File: src/rtl/vga_sync_decoder.sv
// Receive-side VGA sync decoder: locks to HS/VS timing and reports active-area coordinates.
// Define VGA_SYNC_DECODER_ERRCNT_EN to build the saturating lock-loss counter on err_cnt.
module vga_sync_decoder #(
  parameter int H_SYNC  = 120,
  parameter int H_BP    = 64,
  parameter int H_ACT   = 800,
  parameter int H_TOTAL = 1040,
  parameter int V_SYNC  = 6,
  parameter int V_BP    = 23,
  parameter int V_ACT   = 600,
  parameter int V_TOTAL = 666
) (
  input  logic        clk_50m,
  input  logic        rst,
  input  logic        vga_hs,
  input  logic        vga_vs,
  output logic [10:0] pix_x,
  output logic [9:0]  pix_y,
  output logic        pix_valid,
  output logic        frame_start,
  output logic        locked,
  output logic [7:0]  err_cnt
);

  localparam logic [10:0] H_START = 11'(H_SYNC + H_BP);
  localparam logic [10:0] H_STOP  = 11'(H_SYNC + H_BP + H_ACT);
  localparam logic [10:0] H_LAST  = 11'(H_TOTAL - 1);
  localparam logic [10:0] H_MISS  = 11'(H_TOTAL);
  localparam logic [9:0]  V_START = 10'(V_SYNC + V_BP);
  localparam logic [9:0]  V_STOP  = 10'(V_SYNC + V_BP + V_ACT);
  localparam logic [9:0]  V_LAST  = 10'(V_TOTAL - 1);

  typedef enum logic [1:0] {SEARCH, HTRACK, VTRACK, LOCKED} state_t;

  state_t      state_reg, state_next;
  logic [2:0]  hs_sync, vs_sync;  // [0],[1] synchronizer, [2] history
  logic        hs_fall, vs_fall;
  logic [10:0] h_cnt;
  logic [9:0]  v_cnt;
  logic        line_err, frame_ok, in_window;
  logic [10:0] pix_x_next;
  logic [9:0]  pix_y_next;
  logic        pix_valid_next, locked_next, fs_flag_next, fs_flag_reg;

  always_ff @(posedge clk_50m or posedge rst) begin
    if (rst) begin
      hs_sync <= '1;
      vs_sync <= '1;
    end else begin
      hs_sync <= {hs_sync[1:0], vga_hs};
      vs_sync <= {vs_sync[1:0], vga_vs};
    end
  end

  assign hs_fall = hs_sync[2] & ~hs_sync[1];
  assign vs_fall = vs_sync[2] & ~vs_sync[1];

  always_ff @(posedge clk_50m or posedge rst) begin
    if (rst) begin
      h_cnt <= '0;
      v_cnt <= '0;
    end else begin
      if (hs_fall)
        h_cnt <= '0;
      else if (h_cnt != '1)
        h_cnt <= h_cnt + 11'd1;
      if (vs_fall)
        v_cnt <= '0;
      else if (hs_fall && v_cnt != '1)
        v_cnt <= v_cnt + 10'd1;
    end
  end

  // A line is bad if it ends at the wrong length or runs past H_TOTAL without a pulse.
  assign line_err = hs_fall ? (h_cnt != H_LAST) : (h_cnt == H_MISS);
  assign frame_ok = (v_cnt == V_LAST);

  always_ff @(posedge clk_50m or posedge rst) begin
    if (rst)
      state_reg <= SEARCH;
    else
      state_reg <= state_next;
  end

  always_comb begin
    state_next = state_reg;
    case (state_reg)
      SEARCH: if (hs_fall) state_next = HTRACK;
      HTRACK: if (vs_fall && !line_err) state_next = VTRACK;
      VTRACK: begin
        if (line_err)
          state_next = SEARCH;
        else if (vs_fall && frame_ok)
          state_next = LOCKED;
      end
      LOCKED: if (line_err || (vs_fall && !frame_ok)) state_next = SEARCH;
      default: state_next = SEARCH;
    endcase
  end

  always_comb begin
    in_window      = (h_cnt >= H_START) && (h_cnt < H_STOP) &&
                     (v_cnt >= V_START) && (v_cnt < V_STOP);
    pix_valid_next = (state_reg == LOCKED) && in_window;
    pix_x_next     = '0;
    pix_y_next     = '0;
    if (pix_valid_next) begin
      pix_x_next = h_cnt - H_START;
      pix_y_next = v_cnt - V_START;
    end
    locked_next  = (state_reg == LOCKED);
    fs_flag_next = vs_fall && (state_reg == LOCKED) && (state_next == LOCKED);
  end

  // frame_start is staged through fs_flag_reg so it lines up with the other outputs.
  always_ff @(posedge clk_50m or posedge rst) begin
    if (rst) begin
      pix_x       <= '0;
      pix_y       <= '0;
      pix_valid   <= 1'b0;
      locked      <= 1'b0;
      fs_flag_reg <= 1'b0;
      frame_start <= 1'b0;
    end else begin
      pix_x       <= pix_x_next;
      pix_y       <= pix_y_next;
      pix_valid   <= pix_valid_next;
      locked      <= locked_next;
      fs_flag_reg <= fs_flag_next;
      frame_start <= fs_flag_reg;
    end
  end

`ifdef VGA_SYNC_DECODER_ERRCNT_EN
  logic [7:0] err_reg;

  // locked still high while the FSM has already left LOCKED marks exactly one loss.
  always_ff @(posedge clk_50m or posedge rst) begin
    if (rst)
      err_reg <= '0;
    else if (locked && state_reg != LOCKED && err_reg != 8'hFF)
      err_reg <= err_reg + 8'd1;
  end

  assign err_cnt = err_reg;
`else
  assign err_cnt = '0;
`endif

endmodule

File: config.mk
export PLATFORM = sky130hd
export DESIGN_NAME = vga_sync_decoder
export DESIGN_NICKNAME = d
export VERILOG_FILES = /design/src/rtl/vga_sync_decoder.sv
export SDC_FILE = /design/constraint.sdc
export NUM_CORES = 1
export LEC_CHECK = 0
export ABC_AREA = 1
export ABC_CLOCK_PERIOD_IN_PS = 2150
export BUFFER_PORTS_ARGS = -buffer_cell sky130_fd_sc_hd__buf_4
export CORE_ASPECT_RATIO = 0.75
export CORE_MARGIN = 2
export CORE_UTILIZATION = 57
export DETAILED_ROUTE_END_ITERATION = 7
export PLACE_DENSITY = 0.9
export SETUP_SLACK_MARGIN = 0.2
export SLEW_MARGIN = 20
export SYNTH_ARGS = -nofsm -noshare
export SYNTH_HDL_FRONTEND = slang
export SYNTH_SLANG_ARGS = --single-unit
File: constraint.sdc
create_clock -name clk_50m -period 2.15 [get_ports clk_50m]
set_clock_uncertainty 0.2 [all_clocks]
set_input_delay 0 -clock clk_50m [delete_from_list [all_inputs] [get_ports clk_50m]]
set_output_delay 0 -clock clk_50m [all_outputs]
set_load 0.02 [all_outputs]
# --- Word-level counts from Yosys, hierarchy flattened ---
# Index checks and enable logic that the tools add are counted.
op_classes:
  n_addsub: 4
  multipliers: 0
  n_div: 0
  n_lt_le_gt_ge: 4
  eq_ne: 9
  n_shift: 0
  muxes: 13
  bitwise_logic: 4
  n_reduce_logical: 16
op_table:
  columns: ["operator", "count"]
  rows:
  - ["$mux 11", 3]
  - ["$mux 10", 3]
  - ["$ne 11x11->1 const B", 2]
  - ["$add 11x1->11 const B", 1]
  - ["$eq 11x11->1 const B", 1]
  - ["$ge 11x8->1 const B", 1]
  - ["$lt 11x10->1 const B", 1]
  - ["$sub 11x8->11 const B", 1]
  - ["$add 10x1->10 const B", 1]
  - ["$eq 10x10->1 const B", 1]
  - ["$ge 10x5->1 const B", 1]
  - ["$logic_and 1x1->1", 10]
  - ["$lt 10x10->1 const B", 1]
  - ["$mux 2", 5]
  - ["$ne 10x10->1 const B", 1]
  - ["$sub 10x5->10 const B", 1]
  - ["$pmux 2 s4", 1]
  - ["$eq 2x2->1 const B", 3]
  - ["$reduce_bool 2->1", 2]
  - ["$and 1x1->1", 2]
  - ["$eq 2x1->1 const B", 1]
  - ["$logic_not 1->1", 2]
  - ["$logic_not 2->1", 1]
  - ["$not 1->1", 2]
  - ["2 further kinds", 2]
word_totals:
  ff_bits: 54
  latch_bits: 0
  mem_bits_rw: 0
  romBits: 0
  wordCells: 61
  mem_count: 0

# --- Depth between registers and ports, before layout ---
# Gate-level depths: netlist of the first run.
depth:
  ltp_word: 9
  ltp_mapped: 11
  mapped_depth_nobuf: 11

# --- Worst setup path after synthesis of the first run ---
# Ideal clock, no wire load.
synth_path:
  path_type: "flip-flop to flip-flop"
  from: "register v_cnt[0]"
  to: "register pix_y[0]"
  arrival_time_ns: 1.431
  required_ns: 1.878
  slack_ns: 0.447
  stages_incl_launch_ff: 12
  path_buffers: 1
  cell_sequence: "dfrtp_1 -> inv_1 -> ha_1 -> inv_1 -> nand2_1 -> nand2_1 -> nand3_1 -> nand2_1 -> nand2_1 -> nand4_2 -> buf_4 -> nor2_1"
synth_via:
  elab_chain_cells: 5
  word_cells_on_any_way: 7
synth_lines:
  columns: ["item", "line", "text"]
  rows:
  - ["start: declaration", "39", "logic [9:0] v_cnt;"]
  - ["start signal: assignment", "70", "v_cnt <= v_cnt + 10'd1;"]
  - ["$ge 10x5->1", "103", "(v_cnt >= V_START) && (v_cnt < V_STOP);"]
  - ["$logic_and 1x1->1", "102", "in_window = (h_cnt >= H_START) && (h_cnt < H_STOP) &&"]
  - ["$logic_and 1x1->1", "103", null]
  - ["$logic_and 1x1->1", "104", "pix_valid_next = (state_reg == LOCKED) && in_window;"]
  - ["$mux 10 *", "107", "if (pix_valid_next) begin"]
  - ["named net pix_y_next[0]", "42", "logic [9:0] pix_y_next;"]
  - ["end signal: assignment", "126", "pix_y <= pix_y_next;"]
  - ["end: declaration", "18", "output logic [9:0] pix_y,"]
# The timed path passes the listed nets; every way through them passes the cells marked *.
# A chain may end at the register's enable or synchronous reset.

# --- Worst setup path in the final report of the first run ---
layout_path:
  from: "register v_cnt[4]"
  to: "register pix_y[0]"
layout_via:
  elab_chain_cells: 5
  word_cells_on_any_way: 6
layout_lines:
  columns: ["item", "line"]
  rows:
  - ["$ge 10x5->1", "103"]
  - ["$logic_and 1x1->1", "102"]
  - ["$logic_and 1x1->1 *", "103"]
  - ["$logic_and 1x1->1 *", "104"]
  - ["$mux 10 *", "107"]
  - ["named net pix_y_next[0]", "42"]
# Marks and branches as above.

==> metrics.cfg, run 1 <==
[run_status]
run_status=finished clean

[yosys]
synth_area_um2=2770
syn_area_per_cell_um2=8.24
synthDistinctLibCells=31
synth_top_area_frac=0.434
synth-seq-cells=54
yosysWarnings=0
synthTopCellsByArea=dfrtp_1 43%, nand2_1 8.3%, nor2_1 7.7%
yosysSeqAreaShare=0.491
netlist_instances=336
yosysTopAreaCell=dfrtp_1

[floorplanning]
dieArea_um2=5440
die_width_um=84.5
rows=21
core_um2=4570
start_util=0.606
dieHeight_um=64.4
pin_count=36

[detailed_routing]
drc=0
wire_per_inst_um=16.6
wl_um=7230
viasPerCell=5.92
vias=2577
ant_nets=0
drt_first_pass_iters=6
drtIter0Drc=481

[global_route]
grt_pass1_vias=2248
grt_pass1_wl_um=10600
grtUsageTotal=0.243
grt_overflow_total=0
grt_max_degree=36
antenna_found_initial=0

[sta]
slew_headroom=0.477
report.final.setup_viol=0
rsz0062_at_grt=false
hold_viol_final=0
fmaxAchievable_ghz=0.502
period_minus_slack_ns=1.99
drv_slew=0
finalCritPeriodShare=0.926
worstMarginPinSlew_ns=0.781

[power]
swShare=0.295
finalPower_mw=2.20
leakage_nw=1.79
p_switching_uw=649
pwr-share-comb=0.172
p_int_mw=1.55
clkPwrFrac=0.305
vdd_ir_drop_max_v=0.000424
p_seq_frac=0.523
power_density_nw_per_um2=664

[cts]
h-tree-depth=2
root_buffer=clkbuf_8
clkSinkCount=54
cts_buffers=5
clockBufferDepth=2
path_clk_slew_ns=0.10
cts_tree=yes
insertion_delay_ns=0.31

[worst_setup_path]
path_max_fanout=7
cp.arrival_ns=2.01
critPathLaunch=v_cnt[4]$_DFFE_PP0P_
regToRegStartpoint=v_cnt[4]$_DFFE_PP0P_
crit_path_end_kind=flop
start_kind=flop
critPathKind=flop to flop
cp.required_ns=2.17

[layout]
stdcell_count=435
final_nets=388
reg.largest.list=h_cnt x11, pix_x x11
drive_gt1_frac=0.249
area_delta_synth_final_pct=19.8
antennaDiodeCount=0

[job]
maxCapViolCount=0

[place]
gp_congestion=0.954
dp.cells=415
dp_hpwl_um=4090
port_buffers=27

[worst_hold_path]
hold_path_class=primary input to flop
min_from=vga_vs

==> kinds of logic (layout without fill, tap and decap cells) <==
logic type	after synthesis	in the layout	synth area share
AOI/OAI and AO/OA	37	37	0.0732
and+or+nand+nor	165	168	0.266
buffers and inverters	59	91	0.0980
other	1	8	0.00135
adders and majority gates	6	6	0.0271
xor gates and xnor gates	14	14	0.0443
DFF	54	54	0.491
==> layout make-up <==
cell class                      count  area (µm²)
Timing Repair Buffer               42         323
Inverter                           42         163
Tap cell                           57        71.3
Clock inverter                      2        38.8
Multi-Input combinational cell    233        1290
Sequential cell                    54        1360
Fill cell                         291        1250
Clock buffer                        5        68.8
==> synthesized netlist by cell type, drive strengths merged <==
library cell  number
ha                 6
inv               42
a21oi             11
nor3               2
conb               1
nand3             25
dfstp              6
nand4             11
or2                2
o211ai             1
clkbuf             2
o21a               1
a31oi              2
nand2             65
o31ai              1
xor2              14
o21ai             20
a31o               1
nor2              60
buf               15
dfrtp             48
==> power by group through the flow <==
stage	logic, mW	registers [mW]	clock network, mW
2_1_floorplan	0.232	1.16	0
3_3_place_gp	0.305	1.16	0
3_5_place_dp	0.313	1.17	0
4_1_cts	0.330	1.15	0.678
5_1_grt	0.426	1.16	0.725
6_report	0.379	1.15	0.671
==> routing by layer <==
layer  GRT usage  share of wire  wire, µm  vias to the layer above
li1            -              -         -                     1139
met2       0.392           0.48      3460                      185
met1       0.335           0.40      2870                     1225
met4      0.0694          0.031       221                        0
met3      0.0517          0.095       687                       28
met5           0              0         0                        -
==> metrics by stage <==
| step | instance area, µm² | hold WS, ns | util | setup slack [ns] | TNS [ns] |
|---|---|---|---|---|---|
| after floorplan | 2800 | -0.196 | - | 0.447 | 0 |
| after global placement | 2990 | -0.0920 | 0.655 | 0.123 | 0 |
| after detailed placement | 2990 | -0.0909 | 0.655 | -0.0296 | -0.0590 |
| after CTS | 3160 | 0.134 | 0.692 | 0.204 | 0 |
| after global routing | 3320 | 0.138 | 0.726 | 0.126 | 0 |
| final | 3320 | 0.149 | 0.726 | 0.160 | 0 |
==> repair_timing <==
action	in CTS	in global routing
pin swaps	1	4
gates resized for setup	2	28
hold buffers	3	0
cloned	1	2
endpoints found under the setup margin	22	26
buffers inserted	0	7
hold endpoints to repair	33	0
==> cells in the final DEF (no fill, tap or decap), types with 5 or more instances in the layout <==
cell type / n
dfrtp_1: 45
buf_4: 39
clkbuf_8: 5
dfstp_2: 6
nor2_2: 8
nand2_2: 5
inv_1: 35
nor2_1: 49
a21oi_1: 10
conb_1: 8
nand3_1: 24
xor2_1: 14
inv_2: 5
nand2_1: 57
o21ai_1: 7
nand4_1: 9
o21ai_0: 12
==> critical path: stages (launching register included) <==
cell and delay, ns:
dfrtp_1 0.53, nand2_1 0.23, inv_2 0.13, o211ai_1 0.09, nand4_1 0.11, buf_4 0.19
nand4_4 0.18, nor2_1 0.24
==> worst paths after layout <==
| path | slack (ns) | endpoint | cells after the start |
|---|---|---|---|
| hold / removal | 0.15 | vs_sync[0]$_DFF_PP1_ | 2 |
| max in group asynchronous | 0.85 | h_cnt[4]$_DFFE_PP0P_ | 4 |
| setup / recovery | 0.16 | pix_y[0]$_DFF_PP0_ | 7 |
| min in group asynchronous | 0.19 | pix_y[9]$_DFF_PP0_ | 3 |
| setup reg to reg | 0.16 | pix_y[0]$_DFF_PP0_ | 7 |
| hold reg to reg | 0.16 | frame_start$_DFF_PP0_ | 0 |
Note: power is estimated with default switching activity, not from simulation.
==> run 2: changes to the inputs <==
- CELL_PAD_IN_SITES_DETAIL_PLACEMENT: not set -> 0
- CELL_PAD_IN_SITES_GLOBAL_PLACEMENT: not set -> 1
- CORE_UTILIZATION: 57 -> 43
==> metrics.cfg, run 2 (same netlist as run 1, synthesis figures left out) <==
[layout]
layout.cells.most_common_list=60 x nand2_1, 57 x nor2_1, 45 x dfrtp_1
layout_commonest_cell=nand2_1
antennaDiodeCount=0
final_nets=385
drive_gt1_frac=0.207
area_delta_synth_final_pct=17.7
utilization=0.521
reg.largest.list=h_cnt x11, pix_x x11

[global_route]
grtUsageTotal=0.166
grt_pass1_wl_um=9490
antenna_found_initial=0
grt_pass1_vias=1984
grt_max_degree=55
grt_overflow_total=0

[floorplanning]
start_util=0.443
core_um2=6260
dieHeight_um=73.5
pin_count=36
die_width_um=96.7
dieArea_um2=7110
rows=25

[worst_setup_path]
start_kind=flop
crit_path_end_kind=flop
cp.required_ns=2.15
critPathKind=flop to flop
cp.arrival_ns=1.85
path_max_fanout=5

[detailed_routing]
vias=2207
drc=0
viasPerCell=4.83
drtIter0Drc=222
drt_first_pass_iters=5
ant_nets=0
wire_per_inst_um=12.2
wl_um=5590

[power]
vdd_ir_drop_max_v=0.000244
leakage_nw=1.79
power_density_nw_per_um2=645

[place]
gp_congestion=0.889
port_buffers=27
dp_hpwl_um=4010
dp_slack_ns=0.290

[cts]
clkSinkCount=54
clockBufferDepth=2
h-tree-depth=2
path_clk_slew_ns=0.10
root_buffer=clkbuf_8
cts_tree=yes
insertion_delay_ns=0.31
cts_buffers=5

[sta]
period_minus_slack_ns=1.85
setup_slack_ns=0.297
drv_slew=0
report.final.setup_viol=0
fmaxAchievable_ghz=0.540
finalCritPeriodShare=0.862
rsz0062_at_grt=true
hold_viol_final=0
tns_ns=0

[worst_hold_path]
hold_path_class=primary input to async pin

[job]
maxCapViolCount=0

[run_status]
run_status=finished clean

-- run 2: cell types whose count changed in the layout (fill, tap and decap cells not counted), moves of 2 or more --
cell,change
buf_4,-3
inv_4,-2
nand2_1,+3
nand2_2,-2
nand2_4,-2
nand4_4,-3
nor2_1,+8
nor2_2,-7
-- run 2: repair_timing --
action	in CTS	in global routing
endpoints found under the setup margin	0	27
hold endpoints to repair	56	0
hold buffers	3	0
gates resized for setup	0	13
buffers inserted	0	6
-- run 2: cell type report --
class,instances,area [µm²]
Clock inverter,2,16.3
Clock buffer,6,82.6
Multi-Input combinational cell,230,1190
Timing Repair Buffer,42,347
Fill cell,570,3000
Inverter,42,158
Tap cell,81,101
Sequential cell,54,1360
-- run 2: worst paths after layout --
| path | startpoint | to | slack, ns | cells past startpoint |
|---|---|---|---|---|
| setup / recovery | v_cnt[0]$_DFFE_PP0P_ | v_cnt[2]$_DFFE_PP0P_ | 0.30 | 9 |
| hold / removal | rst | pix_y[6]$_DFF_PP0_ | 0.09 | 4 |
| setup reg to reg | v_cnt[0]$_DFFE_PP0P_ | v_cnt[2]$_DFFE_PP0P_ | 0.30 | 9 |
| hold reg to reg | vs_sync[0]$_DFF_PP1_ | vs_sync[1]$_DFF_PP1_ | 0.16 | 0 |
| max in group asynchronous | rst | hs_sync[0]$_DFF_PP1_ | 1.36 | 4 |
| min in group clk_50m | vga_vs | vs_sync[0]$_DFF_PP1_ | 0.14 | 2 |
-- run 2: metrics by stage --
step / instance area, µm² / hold slack [ns] / instances / power, mW
2_1_floorplan: 2800 / -0.196 / 343 / 1.39
3_5_place_dp: 3040 / -0.116 / 440 / 1.49
5_1_grt: 3260 / 0.116 / 457 / 2.24
3_3_place_gp: 3040 / -0.123 / 440 / 1.49
6_report: 3260 / 0.0888 / 457 / 2.10
4_1_cts: 3170 / 0.0964 / 451 / 2.11
-- run 2: power breakdown --
group	total (mW)	internal (mW)	switching (mW)
clock	0.602	0.266	0.337
combinational	0.354	0.127	0.228
sequential	1.15	1.08	0.0637
-- run 2: routing by layer --
metal  part of all wire  track usage  vias up
li1                   -            -     1123
met1               0.50        0.252      995
met2               0.41        0.235       82
met3              0.071       0.0343        7
met4              0.015       0.0548        0
met5                  0            0        -
-- run 2: critical path, cell delays in order (launching register included) --
cell and delay (ns):
dfrtp_1 0.38, buf_6 0.12, ha_2 0.19, nand2_2 0.08, nor2_4 0.18, nand4_4 0.11, nand2_4 0.14, inv_1 0.11
a21oi_1 0.17, nor2_1 0.05
==> run 3: changes to the inputs <==
- CORE_ASPECT_RATIO: 0.75 -> not set
==> metrics.cfg, run 3 (same netlist as run 1, synthesis figures left out) <==
[floorplanning]
core_um2=6280
start_util=0.441
dieHeight_um=84.3
dieArea_um2=7100
rows=29
pin_count=36
die_width_um=84.3

[place]
port_buffers=27
dp_hpwl_um=3860
gp_congestion=0.850

[job]
maxCapViolCount=0

[run_status]
run_status=finished clean

[layout]
drive_gt1_frac=0.186
layout.cells.most_common_list=60 x nand2_1, 55 x nor2_1, 47 x dfrtp_1
area_delta_synth_final_pct=15.4
antennaDiodeCount=0
final_nets=380
reg.largest.list=h_cnt x11, pix_x x11
layout_commonest_cell=nand2_1

[detailed_routing]
drtIter0Drc=206
viasPerCell=4.85
wl_um=5250
drt_first_pass_iters=4
drc=0
ant_nets=0
vias=2174
wire_per_inst_um=11.7

[worst_setup_path]
cp.arrival_ns=1.87
crit_path_end_kind=flop
path_max_fanout=22
start_kind=flop
cp.required_ns=2.19
critPathKind=flop to flop

[cts]
insertion_delay_ns=0.31
h-tree-depth=2
cts_tree=yes
root_buffer=clkbuf_8
path_clk_slew_ns=0.10
clockBufferDepth=2
clkSinkCount=54
cts_buffers=5

[sta]
fin_hold_ws_ns=0.0149
period_minus_slack_ns=1.83
tns_ns=0
report.final.setup_viol=0
drv_slew=0
hold_viol_final=0
fmaxAchievable_ghz=0.547
finalCritPeriodShare=0.851
rsz0062_at_grt=false

[global_route]
grt_pass1_wl_um=9000
antenna_found_initial=0
grt_max_degree=23
grt_overflow_total=0
grtUsageTotal=0.156
grt_pass1_vias=1905

[power]
leakage_nw=1.77
power_density_nw_per_um2=671
vdd_ir_drop_max_v=0.000347

[worst_hold_path]
hold_path_class=primary input to async pin

run 3: cell type report:
type	instances	area, µm²
multi-input cells	230	1170
inverters	42	160
flip-flops and latches	54	1360
clock buffers	6	72.6
clock inverters	2	37.5
well taps	77	96.3
repair buffers	37	298
fillers	589	3080
run 3: repair_timing:
item                                   in CTS  in global routing
endpoints found under the hold margin      50                  0
setup buffers                               0                  2
gates resized for setup                     0                  6
setup endpoints to repair                   0                 23
hold buffers                                3                  0
run 3: metrics by stage:
stage	power [mW]	util	std cells	cell area [µm²]	worst slack, ns
final	2.15	0.509	448	3200	0.321
after global routing	2.27	0.509	448	3200	0.202
after CTS	2.16	0.505	446	3170	0.235
after detailed placement	1.47	0.483	435	3030	0.260
after global placement	1.47	0.483	435	3030	0.294
after floorplan	1.39	-	343	2800	0.447
run 3: routing by layer:
metal	up-vias	global-route usage	part of all wire
li1	1111	-	-
met1	999	0.235	0.51
met2	60	0.227	0.43
met3	4	0.0334	0.052
met4	0	0.0469	0.011
met5	-	0	0
run 3: final timing paths:
kind	depth (start not counted)	endpoint	from	slack (ns)
worst max-delay path	8	pix_x[2]$_DFF_PP0_	h_cnt[3]$_DFFE_PP0P_	0.32
worst min-delay path	3	pix_y[8]$_DFF_PP0_	rst	0.01
worst max register to register	8	pix_x[2]$_DFF_PP0_	h_cnt[3]$_DFFE_PP0P_	0.32
worst min register to register	0	frame_start$_DFF_PP0_	fs_flag_reg$_DFF_PP0_	0.15
max in group asynchronous	4	vs_sync[1]$_DFF_PP1_	rst	1.05
min in group clk_50m	2	hs_sync[0]$_DFF_PP1_	vga_hs	0.13
run 3: worst max-delay path, cell delays in order (launching register included):
cell and delay [ns]:
dfrtp_1 0.45, ha_1 0.25, or2_2 0.29, nand2_1 0.07
o21ai_1 0.06, inv_1 0.07, nand4_2 0.10, buf_12 0.18
nor2_1 0.10
run 3: where the power goes:
group	switching [mW]	leakage, nW	internal [mW]
sequential	0.0689	0.723	1.08
combinational	0.209	0.991	0.108
clock	0.330	0.0514	0.348
total	0.608	1.77	1.54
